[src/rtl/uart_rx_ctrl.sv]
// rtl/uart_rx_ctrl.sv - UART receive sequencer, 16x oversampled, 8 data bits, optional parity, 1 stop bit
module uart_rx_ctrl (
  input  logic       clk,
  input  logic       rst,
  input  logic       tick16,
  input  logic       rx_in,
  input  logic       parity_en,
  input  logic       parity_odd,
  output logic [7:0] data_out,
  output logic       data_valid,
  output logic       parity_err,
  output logic       frame_err,
  output logic       busy
);

  typedef enum logic [2:0] {IDLE, START, DATA, PARITY, STOP} state_t;

  state_t     state;
  logic       rx_meta;
  logic       rx_s;
  logic       armed;
  logic       par_en_l;
  logic       par_odd_l;
  logic       perr;
  logic [3:0] tick_cnt;
  logic [2:0] bit_cnt;
  logic [7:0] shift;

  // Synchronizer resets to the idle (high) line level.
  always_ff @(posedge clk) begin
    if (rst) begin
      rx_meta <= 1'b1;
      rx_s    <= 1'b1;
    end else begin
      rx_meta <= rx_in;
      rx_s    <= rx_meta;
    end
  end

  always_ff @(posedge clk) begin
    if (rst) begin
      state      <= IDLE;
      armed      <= 1'b0;
      par_en_l   <= 1'b0;
      par_odd_l  <= 1'b0;
      perr       <= 1'b0;
      tick_cnt   <= 4'd0;
      bit_cnt    <= 3'd0;
      shift      <= 8'h00;
      data_out   <= 8'h00;
      data_valid <= 1'b0;
      parity_err <= 1'b0;
      frame_err  <= 1'b0;
      busy       <= 1'b0;
    end else begin
      data_valid <= 1'b0;
      if (tick16) begin
        case (state)
          IDLE: begin
            if (armed && !rx_s) begin
              state     <= START;
              tick_cnt  <= 4'd0;
              armed     <= 1'b0;
              busy      <= 1'b1;
              par_en_l  <= parity_en;
              par_odd_l <= parity_odd;
              perr      <= 1'b0;
            end else if (rx_s) begin
              armed <= 1'b1;
            end
          end
          START: begin
            if (tick_cnt == 4'd7) begin
              // A high line at mid start bit is a glitch, not a frame.
              if (rx_s) begin
                state <= IDLE;
                busy  <= 1'b0;
              end else begin
                state    <= DATA;
                tick_cnt <= 4'd0;
                bit_cnt  <= 3'd0;
              end
            end else begin
              tick_cnt <= tick_cnt + 4'd1;
            end
          end
          DATA: begin
            tick_cnt <= tick_cnt + 4'd1;
            if (tick_cnt == 4'd15) begin
              shift[bit_cnt] <= rx_s;
              if (bit_cnt == 3'd7) begin
                state <= par_en_l ? PARITY : STOP;
              end else begin
                bit_cnt <= bit_cnt + 3'd1;
              end
            end
          end
          PARITY: begin
            tick_cnt <= tick_cnt + 4'd1;
            if (tick_cnt == 4'd15) begin
              perr  <= (^shift) ^ rx_s ^ par_odd_l;
              state <= STOP;
            end
          end
          STOP: begin
            tick_cnt <= tick_cnt + 4'd1;
            if (tick_cnt == 4'd15) begin
              data_out   <= shift;
              frame_err  <= ~rx_s;
              parity_err <= par_en_l & perr;
              data_valid <= 1'b1;
              busy       <= 1'b0;
              state      <= IDLE;
            end
          end
          default: begin
            state <= IDLE;
            busy  <= 1'b0;
          end
        endcase
      end
    end
  end

endmodule

[config.mk]
export PLATFORM = sky130hd
export DESIGN_NAME = uart_rx_ctrl
export DESIGN_NICKNAME = d
export VERILOG_FILES = /design/src/rtl/uart_rx_ctrl.sv
export SDC_FILE = /design/constraint.sdc
export NUM_CORES = 1
export LEC_CHECK = 0
export ABC_AREA = 0
export CORE_MARGIN = 4
export CORE_UTILIZATION = 48
export DETAILED_ROUTE_END_ITERATION = 6
export HOLD_SLACK_MARGIN = 0.15
export PLACE_DENSITY = 0.65
export SLEW_MARGIN = 20
export SYNTH_ARGS = -nofsm -noshare
export SYNTH_HDL_FRONTEND = slang
export SYNTH_SLANG_ARGS = --single-unit
export TNS_END_PERCENT = 5
[constraint.sdc]
create_clock -name clk -period 2 [get_ports clk]
set_input_delay 0.3 -clock clk [delete_from_list [all_inputs] [get_ports clk]]
set_output_delay 0.3 -clock clk [all_outputs]
set_load 0.02 [all_outputs]
# After elaboration in Yosys (flattened, before gate mapping)
# Index checks and enable logic that the tools add are counted.
[op_classes]
n_addsub = 2
multipliers = 0
div_mod_pow = 0
order_cmp = 2
eq_ne = 17
shifts = 0
mux = 32
bitwise = 7
reduce_logical = 21
[op_table]
columns = ["op", "count"]
rows = [
  ["3-bit two-way mux", 11],
  ["2-bit != test, second input constant", 9],
  ["3-bit case mux with 5 select lines", 1],
  ["4-bit two-way mux", 3],
  ["4-bit case mux with 3 select lines", 1],
  ["3-bit AND reduction", 4],
  ["6-bit AND reduction", 2],
  ["1-bit two-way mux", 10],
  ["8-bit bitwise mux", 1],
  ["4-bit AND reduction", 2],
  ["8-bit XOR reduction", 1],
  ["7-bit AND reduction", 1],
  ["3-bit by 2-bit equality test with 1-bit output, second input constant", 2],
  ["3-bit equality test, second input constant", 2],
  ["3-bit case mux with 2 select lines", 1],
  ["2-bit nonzero test", 3],
  ["3-bit OR reduction", 2],
  ["4-bit by 1-bit adder with 4-bit output, second input constant", 1],
  ["4-bit by 3-bit equality test with 1-bit output, second input constant", 1],
  ["4-bit equality test, second input constant", 1],
  ["3-bit by 4-bit < comparator with 1-bit output, second input constant", 1],
  ["1-bit inverter", 4],
  ["1-bit case mux with 4 select lines", 1],
  ["3-bit by 1-bit adder with 3-bit output, second input constant", 1],
  ["13 further kinds", 15],
]
[word_totals]
register_bits = 36
latch_bits = 0
mem_bits_rw = 0
rom_bits = 0
in_bits = 6
word_cells = 96
memories = 0

# Depth between registers and ports, before layout
[depth]
depth_word = 5
mapped_depth = 7

# Worst setup path before layout
# Ideal clock, no wire load.
[synth_timing]
path_type = "flip-flop to flip-flop"
start = "register tick_cnt[0]"
end = "register shift[4]"
setup_time_ns = 0.128
t_arrival_ns = 1.617
path_slack_ns = 0.256
stages_incl_launch_ff = 7
synth_period_minus_slack_ns = 1.744
cell_sequence = "dfxtp_1 ha_1 nand4_1 or3_4 nor3b_2 mux2i_1 nor2_1"
[synth_between]
elab_chain_len = 2
[synth_lines]
columns = ["item", "line_no", "rtl"]
rows = [
  ["start, declared", "25", "logic [3:0] tick_cnt;"],
  ["start signal, assigned", "84", "tick_cnt <= tick_cnt + 4'd1;"],
  ["start signal, assigned", "88", "tick_cnt <= tick_cnt + 4'd1;"],
  ["start signal, assigned", "99", "tick_cnt <= tick_cnt + 4'd1;"],
  ["4-bit equality test", "89", "if (tick_cnt == 4'd15) begin"],
  ["3-bit AND reduction (no source line)", "-", ""],
  ["end signal, assigned by index", "90", "shift[bit_cnt] <= rx_s;"],
  ["end, declared", "27", "logic [7:0] shift;"],
]
# No other way between the ends.
# A chain may end at the register's enable or synchronous reset.

# Final worst setup path
# Ends and elaborated chain as after synthesis.

==> qor.csv <==
stage;metric;value;unit
status;status;complete, no violations;
final_layout;share of layout cells above drive strength 1;0.143;
floorplan;# IOs;18;
yosys;Post-synth EDFFs;0;
critical_path;R2R Setup Slk;0.12;ns
sta;clock skew;0.00299;ns
sta;slew at the pin with the worst max-slew slack;0.470;ns
pwr;overall power;1300;uW
global_route;vias in the first global route;1485;
yosys;largest family of logic cells by synthesized area;simple AND/OR/NAND/NOR gates;
yosys;Compound-Gate Fraction of Synth Area;0.101;
sta;fmax;532;MHz
yosys;Ys Warns;0;
yosys;cells after synthesis;201;
sta;Final Setup Violations;0;
sta;min Tclk post-route;1.88;ns
critical_path;R2R cell count;6;
clock_network;Post-CTS Setup Inserts;0;
routing;DR WL/cell;13.8;um
routing;first-pass detailed-route iteration total;4;
yosys;Synth Area in Simple Gates;0.264;
place;port bufs;17;
global_route;antenna violations before repair;0;
yosys;post-synthesis mux area share;0.124;
yosys;Synth area leader;dfxtp_1;
critical_path;slowest library cell on the worst path;or3_4;
place;DP HPWL;2900;um
pwr;power per cell area;596;mW/mm^2
yosys;adder-cell share of the synthesized area;0.0211;
floorplan;Die ar.;0.00475;sq mm
final_layout;P&R area growth vs syn;22.2;%
pwr;worst vdd ir;366;uV
floorplan;DIE WIDTH;68.9;um
clock_network;CTS Buffer Depth;2;
floorplan;Core Region;0.00347;sq mm
clock_network;TritonCTS sink count;36;
critical_path;Crit path buffers/inverters;0;
place;Routability Congestion;0.847;
routing;post-DR vias/cell;5.33;
clock_network;CTS tree;done;
floorplan;Initial Util;0.514;
yosys;Post-Synth XOR/XNOR Area;0.0541;
global_route;Tot GR Track Use;0.189;
yosys;Syn Area/Cell;8.86;sq um
yosys;fraction of post-synthesis cell area in the top cell type by area;0.404;
sta;slew margin rel.;0.684;
critical_path;worst path arrival time;2.05;ns
yosys;flops & latches, synth;36;
routing;initial DRC count;132;
floorplan;Die H;68.9;um
floorplan;row count;21;
critical_path;WS Path Type;flip-flop to flip-flop;
critical_path;Crit. Startpoint;tick_cnt[0];
sta;final hold viol count;0;
global_route;gr ovfl total;0;
yosys;sequential cell area fraction in the yosys report;0.404;
yosys;most frequent cell after synthesis;dfxtp_1;
yosys;Synth Net Count;210;
final_layout;final core occ;0.628;
critical_path;Critical Path RT;2.17;ns
critical_path;WP depth;6;
critical_path;Worst setup EP type;flip-flop;
sta;TNS Setup;0;ns
final_layout;fin nets;239;
yosys;Cell Area, Synth;0.00178;sq mm
yosys;Top FF cell, synth;dfxtp_1;
yosys;Post-synth top cells;dfxtp_1, nor2_1, mux2i_1;
sta;RSZ-0062 raised after global routing;true;
routing;DRC Markers;0;
sta;final cycle utilization of the critical path;0.940;
clock_network;clk root buf;clkbuf_8;
yosys;number of distinct library cells after synthesis;40;
pwr;Leak;0.000818;uW
routing;DRT antenna net count;0;
clock_network;Num CTS Buffers;5;
sta;Slew Viols, Final;0;
critical_path;Largest delay share family, worst path;simple AND/OR/NAND/NOR gates;
flow_run;number of max-cap violations;0;
hold_path;HP Class;flip-flop to flip-flop;
critical_path;Reg2Reg Launch Point;tick_cnt[0];
final_layout;ant diodes;0;
routing;Vias;1476;
clock_network;CTS Hold Bufs;0;
clock_network;worst skew pair latency;0.28;ns
routing;Total Wirelength;3820;um
clock_network;H-tree depth;2;
critical_path;r2r endpoint;shift[4];
clock_network;Worst-path clk slew;0.06;ns
place;area post-placement;0.00208;sq mm
global_route;largest net degree at the start of global routing;18;
sta;WHS;0.418;ns
final_layout;design area;0.00218;sq mm
critical_path;CP max FO;7;
yosys;Synth area leaders;dfxtp_1, mux2i_1, nor2_1;
global_route;first-pass GRT wire length;6620;um
critical_path;CP Capture Point;shift[4];
critical_path;largest stage delay on the critical path;0.43;ns
yosys;ys async rst share;0;
critical_path;cell chain of the critical path;ha_1 > nand4_1 > or3_4 > nor3b_2 > mux2i_1 > nor2_1;
critical_path;startpoint types;flip-flop;
flip-flops by register name (all words and copies together) (netlist names), 3 cells and up:
signal,count
tick_cnt,4
bit_cnt,3
shift,8
state,3
data_out,8
per-stage QoR:
stage / std cells / worst slack (ns)
floorplan: 201 / 0.256
CTS: 277 / 0.0236
global placement: 269 / 0.0526
detailed placement: 269 / -0.0110
global route: 277 / -0.0273
finish: 277 / 0.119
layout make-up:
cell class                 instances  area (sq um)
fill                             314          1290
multi-input combinational        152          1010
sequential                        36           722
timing repair buffer              33           290
clock buffer                       8          90.1
tap                               46          57.6
inverter                           2          7.51
logic make-up (layout without fill, tap and decap cells):
kind of cell	after synthesis	count (layout)
simple gates	87	87
flops	36	36
compound gates	29	29
mux	22	22
buf+inv	13	43
xor+xnor	11	11
fa+ha+maj	3	3
placed cells by master (no fill, tap or decap), types with 7 or more instances in the layout:
master           instances
xnor2_1                 10
buf_4                   16
dfxtp_1                 35
clkdlybuf4s50_1         17
a21oi_1                 15
mux2i_1                 22
nand3_1                  9
nor2b_1                  7
nor2_1                  34
nand2_1                  7
worst min path at each step:
stage,startpoint,endpoint,slack [ns],cells past startpoint
after global routing,rx_meta,rx_s,0.45,1
after detailed placement,rx_meta,rx_s,0.40,1
after global placement,rx_meta,rx_s,0.39,1
final,rx_meta,rx_s,0.42,1
after CTS,rx_meta,rx_s,0.42,1
after floorplan,rx_meta,rx_s,0.39,1
repair_timing:
item | in CTS | in global routing
hold endpoints to repair | 0 | 0
endpoints found under the setup margin | 0 | 7
resized for setup | 0 | 2
worst reg2reg max path, cell delays in order (launching register included):
cell and delay, ns:
dfxtp_1 0.37, ha_1 0.29, nand4_1 0.17, or3_4 0.43
nor3b_2 0.23, mux2i_1 0.23, nor2_1 0.05
layer usage:
layer | track usage | up-vias | routed length (um)
met4 | 0.0803 | 0 | 65
met1 | 0.211 | 685 | 1670
met3 | 0.0421 | 7 | 164
met2 | 0.340 | 30 | 1920
met5 | 0 | - | 0
li1 | - | 754 | -
report_power, final:
group          total, uW  switching [uW]  internal, uW
sequential           724            2.88           721
clock                511             230           280
combinational       61.8            34.1          27.7
total               1300             267          1030
Power figures use the tool's default switching activity.
